## src/rtl/multicycle_ctrl_if.sv

```systemverilog
// Control bundle between run control, the instruction/data memories, the
// datapath and the multi-cycle sequencer. The sequencer uses the master view.
interface multicycle_ctrl_if #(
  parameter int CNT_W = 32
);
  logic             run_i;
  logic [6:0]       opcode_i;
  logic             imem_req_o;
  logic             imem_ack_i;
  logic             dmem_req_o;
  logic             dmem_we_o;
  logic             dmem_ack_i;
  logic             ir_wr_o;
  logic             pc_wr_o;
  logic             reg_wr_o;
  logic             alusrc_o;
  logic             memtoreg_o;
  logic [1:0]       aluop_o;
  logic             busy_o;
  logic             trap_o;
  logic [1:0]       trap_cause_o;
  logic [CNT_W-1:0] retired_o;

  modport master (
    input  run_i, opcode_i, imem_ack_i, dmem_ack_i,
    output imem_req_o, dmem_req_o, dmem_we_o, ir_wr_o, pc_wr_o, reg_wr_o,
           alusrc_o, memtoreg_o, aluop_o, busy_o, trap_o, trap_cause_o,
           retired_o
  );

  modport slave (
    output run_i, opcode_i, imem_ack_i, dmem_ack_i,
    input  imem_req_o, dmem_req_o, dmem_we_o, ir_wr_o, pc_wr_o, reg_wr_o,
           alusrc_o, memtoreg_o, aluop_o, busy_o, trap_o, trap_cause_o,
           retired_o
  );
endinterface

```

## src/rtl/multicycle_ctrl.sv

```systemverilog
// Multi-cycle sequencer for the RV32 subset core (ADD/AND/OR, OP-IMM, LW, SW).
// Walks the shared datapath through FETCH/DECODE/EXEC/MEM/WB, runs the memory
// handshakes, counts retired instructions and traps on illegal opcodes or on
// a memory request that waits too long for its ack.
module multicycle_ctrl #(
  parameter int TIMEOUT = 16,
  parameter int CNT_W   = 32
) (
  input  logic              clk,
  input  logic              rst_n,
  multicycle_ctrl_if.master bus
);

  // Watchdog only ever holds 0..TIMEOUT-1; keep at least one bit when disabled.
  localparam int WD_W = (TIMEOUT > 0) ? $clog2(TIMEOUT + 1) : 1;

  localparam logic [6:0] OP_R   = 7'b0110011;
  localparam logic [6:0] OP_IMM = 7'b0010011;
  localparam logic [6:0] OP_LW  = 7'b0000011;
  localparam logic [6:0] OP_SW  = 7'b0100011;

  typedef enum logic [2:0] {
    IDLE, FETCH, DECODE, EXEC, MEM, WB, TRAP
  } state_e;

  state_e           state_q, state_d;
  logic [6:0]       opc_q, opc_d;
  logic [WD_W-1:0]  wd_q, wd_d;
  logic [CNT_W-1:0] retired_q, retired_d;
  logic             trap_q, trap_d;
  logic [1:0]       cause_q, cause_d;

  logic is_r, is_imm, is_lw, is_sw, opc_legal, wd_expire;

  assign is_r   = (opc_q == OP_R);
  assign is_imm = (opc_q == OP_IMM);
  assign is_lw  = (opc_q == OP_LW);
  assign is_sw  = (opc_q == OP_SW);

  // Legality is judged on the live IR in DECODE, before the latch updates.
  assign opc_legal = (bus.opcode_i == OP_R)  || (bus.opcode_i == OP_IMM) ||
                     (bus.opcode_i == OP_LW) || (bus.opcode_i == OP_SW);

  // Fires in the TIMEOUT-th consecutive un-acked request cycle.
  assign wd_expire = (TIMEOUT != 0) && (wd_q == WD_W'(TIMEOUT - 1));

  // Next-state, watchdog, retire counter and trap bookkeeping.
  always_comb begin
    state_d   = state_q;
    opc_d     = opc_q;
    wd_d      = '0;
    retired_d = retired_q;
    trap_d    = trap_q;
    cause_d   = cause_q;
    case (state_q)
      IDLE: begin
        if (bus.run_i) state_d = FETCH;
      end
      FETCH: begin
        if (bus.imem_ack_i) begin
          state_d = DECODE;
        end else if (wd_expire) begin
          state_d = TRAP;
          trap_d  = 1'b1;
          cause_d = 2'b10;
        end else begin
          wd_d = wd_q + 1'b1;
        end
      end
      DECODE: begin
        opc_d = bus.opcode_i;
        if (opc_legal) begin
          state_d = EXEC;
        end else begin
          state_d = TRAP;
          trap_d  = 1'b1;
          cause_d = 2'b01;
        end
      end
      EXEC: begin
        state_d = (is_lw || is_sw) ? MEM : WB;
      end
      MEM: begin
        if (bus.dmem_ack_i) begin
          if (is_sw) begin
            retired_d = retired_q + CNT_W'(1);
            state_d   = bus.run_i ? FETCH : IDLE;
          end else begin
            state_d = WB;
          end
        end else if (wd_expire) begin
          state_d = TRAP;
          trap_d  = 1'b1;
          cause_d = 2'b11;
        end else begin
          wd_d = wd_q + 1'b1;
        end
      end
      WB: begin
        retired_d = retired_q + CNT_W'(1);
        state_d   = bus.run_i ? FETCH : IDLE;
      end
      TRAP: begin
        state_d = TRAP;
      end
      default: begin
        state_d = IDLE;
      end
    endcase
  end

  // Sequencer state register; reset parks in IDLE and clears all history.
  always_ff @(posedge clk or negedge rst_n) begin
    if (!rst_n) begin
      state_q   <= IDLE;
      opc_q     <= '0;
      wd_q      <= '0;
      retired_q <= '0;
      trap_q    <= 1'b0;
      cause_q   <= 2'b00;
    end else begin
      state_q   <= state_d;
      opc_q     <= opc_d;
      wd_q      <= wd_d;
      retired_q <= retired_d;
      trap_q    <= trap_d;
      cause_q   <= cause_d;
    end
  end

  // Strobes and selects decoded from the current state, latched opcode and acks.
  assign bus.imem_req_o   = (state_q == FETCH);
  assign bus.ir_wr_o      = (state_q == FETCH) && bus.imem_ack_i;
  assign bus.dmem_req_o   = (state_q == MEM);
  assign bus.dmem_we_o    = (state_q == MEM) && is_sw;
  assign bus.alusrc_o     = ((state_q == EXEC) && !is_r) || (state_q == MEM);
  assign bus.aluop_o      = ((state_q == EXEC) && (is_r || is_imm)) ? 2'b10 : 2'b00;
  assign bus.memtoreg_o   = (state_q == WB) && is_lw;
  assign bus.reg_wr_o     = (state_q == WB);
  assign bus.pc_wr_o      = (state_q == WB) ||
                            ((state_q == MEM) && is_sw && bus.dmem_ack_i);
  assign bus.busy_o       = (state_q != IDLE) && (state_q != TRAP);
  assign bus.trap_o       = trap_q;
  assign bus.trap_cause_o = cause_q;
  assign bus.retired_o    = retired_q;

endmodule

```

## src/flat_wrapper.sv

```systemverilog
// flat-port wrapper written by rule: the top's interface ports become plain ports
module multicycle_ctrl_flat 
#(
  parameter int TIMEOUT = 16,
  parameter int CNT_W   = 32
)
  (clk, rst_n, bus_run_i, bus_opcode_i, bus_imem_ack_i, bus_dmem_ack_i, bus_imem_req_o, bus_dmem_req_o, bus_dmem_we_o, bus_ir_wr_o, bus_pc_wr_o, bus_reg_wr_o, bus_alusrc_o, bus_memtoreg_o, bus_aluop_o, bus_busy_o, bus_trap_o, bus_trap_cause_o, bus_retired_o);
  multicycle_ctrl_if #(.CNT_W(CNT_W)) bus_i ();
  input  logic clk;
  input  logic rst_n;
  input wire logic [$bits(bus_i.run_i)-1:0] bus_run_i;
  input wire logic [$bits(bus_i.opcode_i)-1:0] bus_opcode_i;
  input wire logic [$bits(bus_i.imem_ack_i)-1:0] bus_imem_ack_i;
  input wire logic [$bits(bus_i.dmem_ack_i)-1:0] bus_dmem_ack_i;
  output wire logic [$bits(bus_i.imem_req_o)-1:0] bus_imem_req_o;
  output wire logic [$bits(bus_i.dmem_req_o)-1:0] bus_dmem_req_o;
  output wire logic [$bits(bus_i.dmem_we_o)-1:0] bus_dmem_we_o;
  output wire logic [$bits(bus_i.ir_wr_o)-1:0] bus_ir_wr_o;
  output wire logic [$bits(bus_i.pc_wr_o)-1:0] bus_pc_wr_o;
  output wire logic [$bits(bus_i.reg_wr_o)-1:0] bus_reg_wr_o;
  output wire logic [$bits(bus_i.alusrc_o)-1:0] bus_alusrc_o;
  output wire logic [$bits(bus_i.memtoreg_o)-1:0] bus_memtoreg_o;
  output wire logic [$bits(bus_i.aluop_o)-1:0] bus_aluop_o;
  output wire logic [$bits(bus_i.busy_o)-1:0] bus_busy_o;
  output wire logic [$bits(bus_i.trap_o)-1:0] bus_trap_o;
  output wire logic [$bits(bus_i.trap_cause_o)-1:0] bus_trap_cause_o;
  output wire logic [$bits(bus_i.retired_o)-1:0] bus_retired_o;
  assign bus_i.run_i = bus_run_i;
  assign bus_i.opcode_i = bus_opcode_i;
  assign bus_i.imem_ack_i = bus_imem_ack_i;
  assign bus_i.dmem_ack_i = bus_dmem_ack_i;
  assign bus_imem_req_o = bus_i.imem_req_o;
  assign bus_dmem_req_o = bus_i.dmem_req_o;
  assign bus_dmem_we_o = bus_i.dmem_we_o;
  assign bus_ir_wr_o = bus_i.ir_wr_o;
  assign bus_pc_wr_o = bus_i.pc_wr_o;
  assign bus_reg_wr_o = bus_i.reg_wr_o;
  assign bus_alusrc_o = bus_i.alusrc_o;
  assign bus_memtoreg_o = bus_i.memtoreg_o;
  assign bus_aluop_o = bus_i.aluop_o;
  assign bus_busy_o = bus_i.busy_o;
  assign bus_trap_o = bus_i.trap_o;
  assign bus_trap_cause_o = bus_i.trap_cause_o;
  assign bus_retired_o = bus_i.retired_o;
  multicycle_ctrl #(.TIMEOUT(TIMEOUT), .CNT_W(CNT_W)) u_core (.clk(clk), .rst_n(rst_n), .bus(bus_i));
endmodule
```

## config.mk

```make
export PLATFORM = sky130hd
export DESIGN_NAME = multicycle_ctrl_flat
export DESIGN_NICKNAME = d
export VERILOG_FILES = /design/src/rtl/multicycle_ctrl_if.sv /design/src/rtl/multicycle_ctrl.sv /design/src/flat_wrapper.sv
export SDC_FILE = /design/constraint.sdc
export NUM_CORES = 1
export LEC_CHECK = 0
export ABC_AREA = 1
export CAP_MARGIN = 20
export CORE_MARGIN = 2
export CORE_UTILIZATION = 30
export CTS_CLUSTER_SIZE = 8
export DETAILED_ROUTE_END_ITERATION = 7
export PLACE_DENSITY_LB_ADDON = 0.3
export SYNTH_ARGS = -nofsm -noshare
export SYNTH_HDL_FRONTEND = slang
export SYNTH_SLANG_ARGS = --single-unit
```

## constraint.sdc

```tcl
create_clock -name clk -period 2.3 [get_ports clk]
set_clock_uncertainty 0.15 [all_clocks]
set_input_delay 0.46 -clock clk [delete_from_list [all_inputs] [get_ports clk]]
set_output_delay 0.46 -clock clk [all_outputs]
set_load 0.005 [all_outputs]
```

==> results by group <==
Clocking
  • Clk_lat worst skew: 310 ps
  • H-tree levels: 2
  • Reg clk slew, reported paths: about 90 ps
  • Root buffer cell: clkbuf_8
  • Deepest clock path buffer count: 2
  • Num CTS Buffers: 5
  • Clk sinks: 50
  • TritonCTS clock tree: yes

Route
  • Drt total wl: slightly below 8000 um
  • Vias/cell: about 4.5
  • Drt wl/cell: 11.8 um
  • Drt first-iter violations: 110
  • Antenna viol nets, final: 0
  • # DRC: 0
  • Pre-antenna DRT Iters: 5
  • Vias post-DR: 2941

Global route
  • Maximum number of pins on one net before global-route repair: 42
  • First-pass GRT wire length: around 13000 um
  • Remaining Overflow, GRT: 0
  • Total track usage: approximately 15%
  • Vias in the first global route: between 2k and 3k
  • Initial antenna violation count: 0

Die
  • Die X: between 100 and 150 um
  • Core Box Area: 10200 um2
  • DIE AREA: 11200 um2
  • Top Ports: 58
  • Initial Util: 30.5%
  • Core Rows: 37
  • Die height: approximately 110 um

Critical path
  • Capturing element type of the critical path: output port
  • Critical Path Slowest Stage Cell: clkdlybuf4s50_1
  • Data required, critical path: 1690 ps
  • CP cell instances: clkdlybuf4s50_1 > nand4_1 > inv_1 > clkdlybuf4s50_1
  • Critical path fanouts, max: 2
  • Critical path type: in2out
  • Critical Path AT: approximately 1600 ps
  • Crit path top cell by count: clkdlybuf4s50_1
  • Worst path max stage delay: 490 ps
  • Startpoint Class: primary input

Synthesis
  • Net count after synthesis: 455
  • Sequential cell area fraction in the yosys report: 40.3%
  • Post-Synthesis Cell Area: 3100 um2
  • Synth area leaders: dfrtp_1, nand2_1, nor2_1
  • Biggest area consumer among synthesized cells: dfrtp_1
  • Average size of a mapped cell: 7.04 um2
  • Primary FF master, synth: dfrtp_1
  • Unique masters post-synth: 32
  • FFs w/ async S/R, synth: 100%
  • Yosys warns: 0
  • Yosys top cell area share: 40.3%
  • Leading cell type by number of instances after synthesis: nand2_1
  • Syn Inst Count: 441
  • Most common library cells after synthesis: nand2_1, nor2_1, dfrtp_1, inv_1, nand3_1
  • Number of synthesized flops with an enable pin: 0
  • #FFs+latches synth: 50

Timing
  • Max frequency: 447 MHz
  • RSZ-0062 raised after global routing: false
  • Max_slew headroom: 56.3%
  • Max-slew violations: 0
  • Endpoints failing setup: 0
  • Min Tclk post-route: 2240 ps
  • Slew @ Worst Pin: 655 ps
  • Tcrit/Tclk final: 97.3%
  • Final setup TNS: 0 ps
  • Post-route setup slack: 61.2 ps
  • Hold Violations, Final: 0

Pwr
  • Final Power: 2.92 mW
  • PD cells: ~720 nW/um2
  • Static Leak: 1.84 nW
  • Peak supply drop: 0.545 mV

Placement
  • Post-Place Setup Slack: -130 ps
  • RD Place Congestion: approximately 0.91
  • DP HPWL: 5900 um
  • Placed insts: 637
  • I/O Buffers: 56

Finish
  • Fin nets: 529
  • Antenna fix cells: 0
  • Non-filler cells, final: 652
  • Share of post-route cells with drive strength above 1: 12.8%
  • P&R area growth vs syn: 30.0%
  • Fill cell count: approximately 1.1k
  • Final core utilization: around two fifths

Status
  • Status: completed

Hold path
  • Min-Delay Path Class: in2async

Job
  • Maximum Capacitance Violations: 0
-- final cells by class --
type	instances	area [um2]	area share, %
clock inverter	1	5.00	0.124
multi-input combinational	337	1640	40.5
clock buffer	7	86.3	2.14
timing repair buffer	76	709	17.6
tap	136	170	4.22
sequential	50	1250	31.1
inverter	45	174	4.31
-- cell families after synthesis --
| logic type | Yosys count | synth area share [%] |
|---|---|---|
| adder cells (fa/ha/maj) | 2 | 0.806 |
| other | 1 | 0.121 |
| flip-flops | 50 | 40.3 |
| AO/OA/AOI/OAI | 16 | 2.78 |
| AND/OR/NAND/NOR | 300 | 42.4 |
| buffers and inverters | 54 | 8.02 |
| XOR/XNOR | 18 | 5.56 |
-- worst max-delay path, delay by kind of cell --
kind                   cells  cell delay [ps]
buffers and inverters      3             1040
AND/OR/NAND/NOR            1              120
-- worst paths after layout --
path                                           endpoint  slack (ps)             from  cells after the start
worst min register to register           u_core.wd_q[0]         320   u_core.wd_q[0]                      1
min in group clk                         u_core.wd_q[0]         320   u_core.wd_q[0]                      1
worst min-delay path            u_core.bus.retired_o[4]          20            rst_n                      1
worst max register to register  u_core.bus.retired_o[2]         310  u_core.opc_q[2]                     10
worst max-delay path                        bus_ir_wr_o          60   bus_imem_ack_i                      4
max in group asynchronous             u_core.state_q[1]        1340            rst_n                      2
-- cell usage in the layout, fill, tap and decap left out, drive strengths merged --
master,count
nand3,41
dlygate4sd2,3
clkdlybuf4s50,48
ha,2
clkinv,2
clkdlybuf4s15,1
and3,1
nand4,8
dlymetal6s2s,3
nor2,70
buf,21
dfrtp,50
and2,2
nand3b,4
nand2,168
nor4,1
a22o,1
conb,1
xnor2,9
o21ai,11
a21oi,3
xor2,9
clkbuf,7
inv,44
o211ai,1
nor3,5
-- stage by stage --
stage / hold WS (ps) / area (um2)
6_report: 18.5 / 4040
5_1_grt: 72.2 / 4040
4_1_cts: 33.6 / 3960
3_5_place_dp: 307 / 3850
3_3_place_gp: 298 / 3850
2_1_floorplan: 14.4 / 3100
-- power by group --
group	leakage (nW)	internal, mW	total, mW	switching (mW)
clock network	0.0482	0.243	0.538	0.295
logic	1.13	0.540	1.20	0.658
registers	0.664	1.03	1.19	0.159
total	1.84	1.81	2.92	1.11
-- what timing repair did --
action | in CTS | in global routing
endpoints found under the hold margin | 0 | 0
setup buffers | 2 | 5
pin swaps | 2 | 3
endpoints found under the setup margin | 9 | 8
hold buffers | 0 | 0
resized for setup | 11 | 13
-- flip-flops by register name, indices dropped and copies added (netlist names) --
| register | cells |
|---|---|
| u_core.bus.retired_o | 32 |
| u_core.wd_q | 5 |
| u_core.bus.trap_o | 1 |
| u_core.state_q | 3 |
| u_core.opc_q | 7 |
| u_core.bus.trap_cause_o | 2 |
-- layer usage --
| metal | share of wire, % | GRT usage, % | up-vias |
|---|---|---|---|
| met2 | 49 | 26.0 | 80 |
| met5 | 0 | 0 | - |
| met4 | 1.1 | 3.48 | 0 |
| met3 | 4.4 | 2.66 | 10 |
| li1 | - | - | 1521 |
| met1 | 46 | 18.3 | 1330 |
Note: power is estimated with default switching activity, not from simulation.
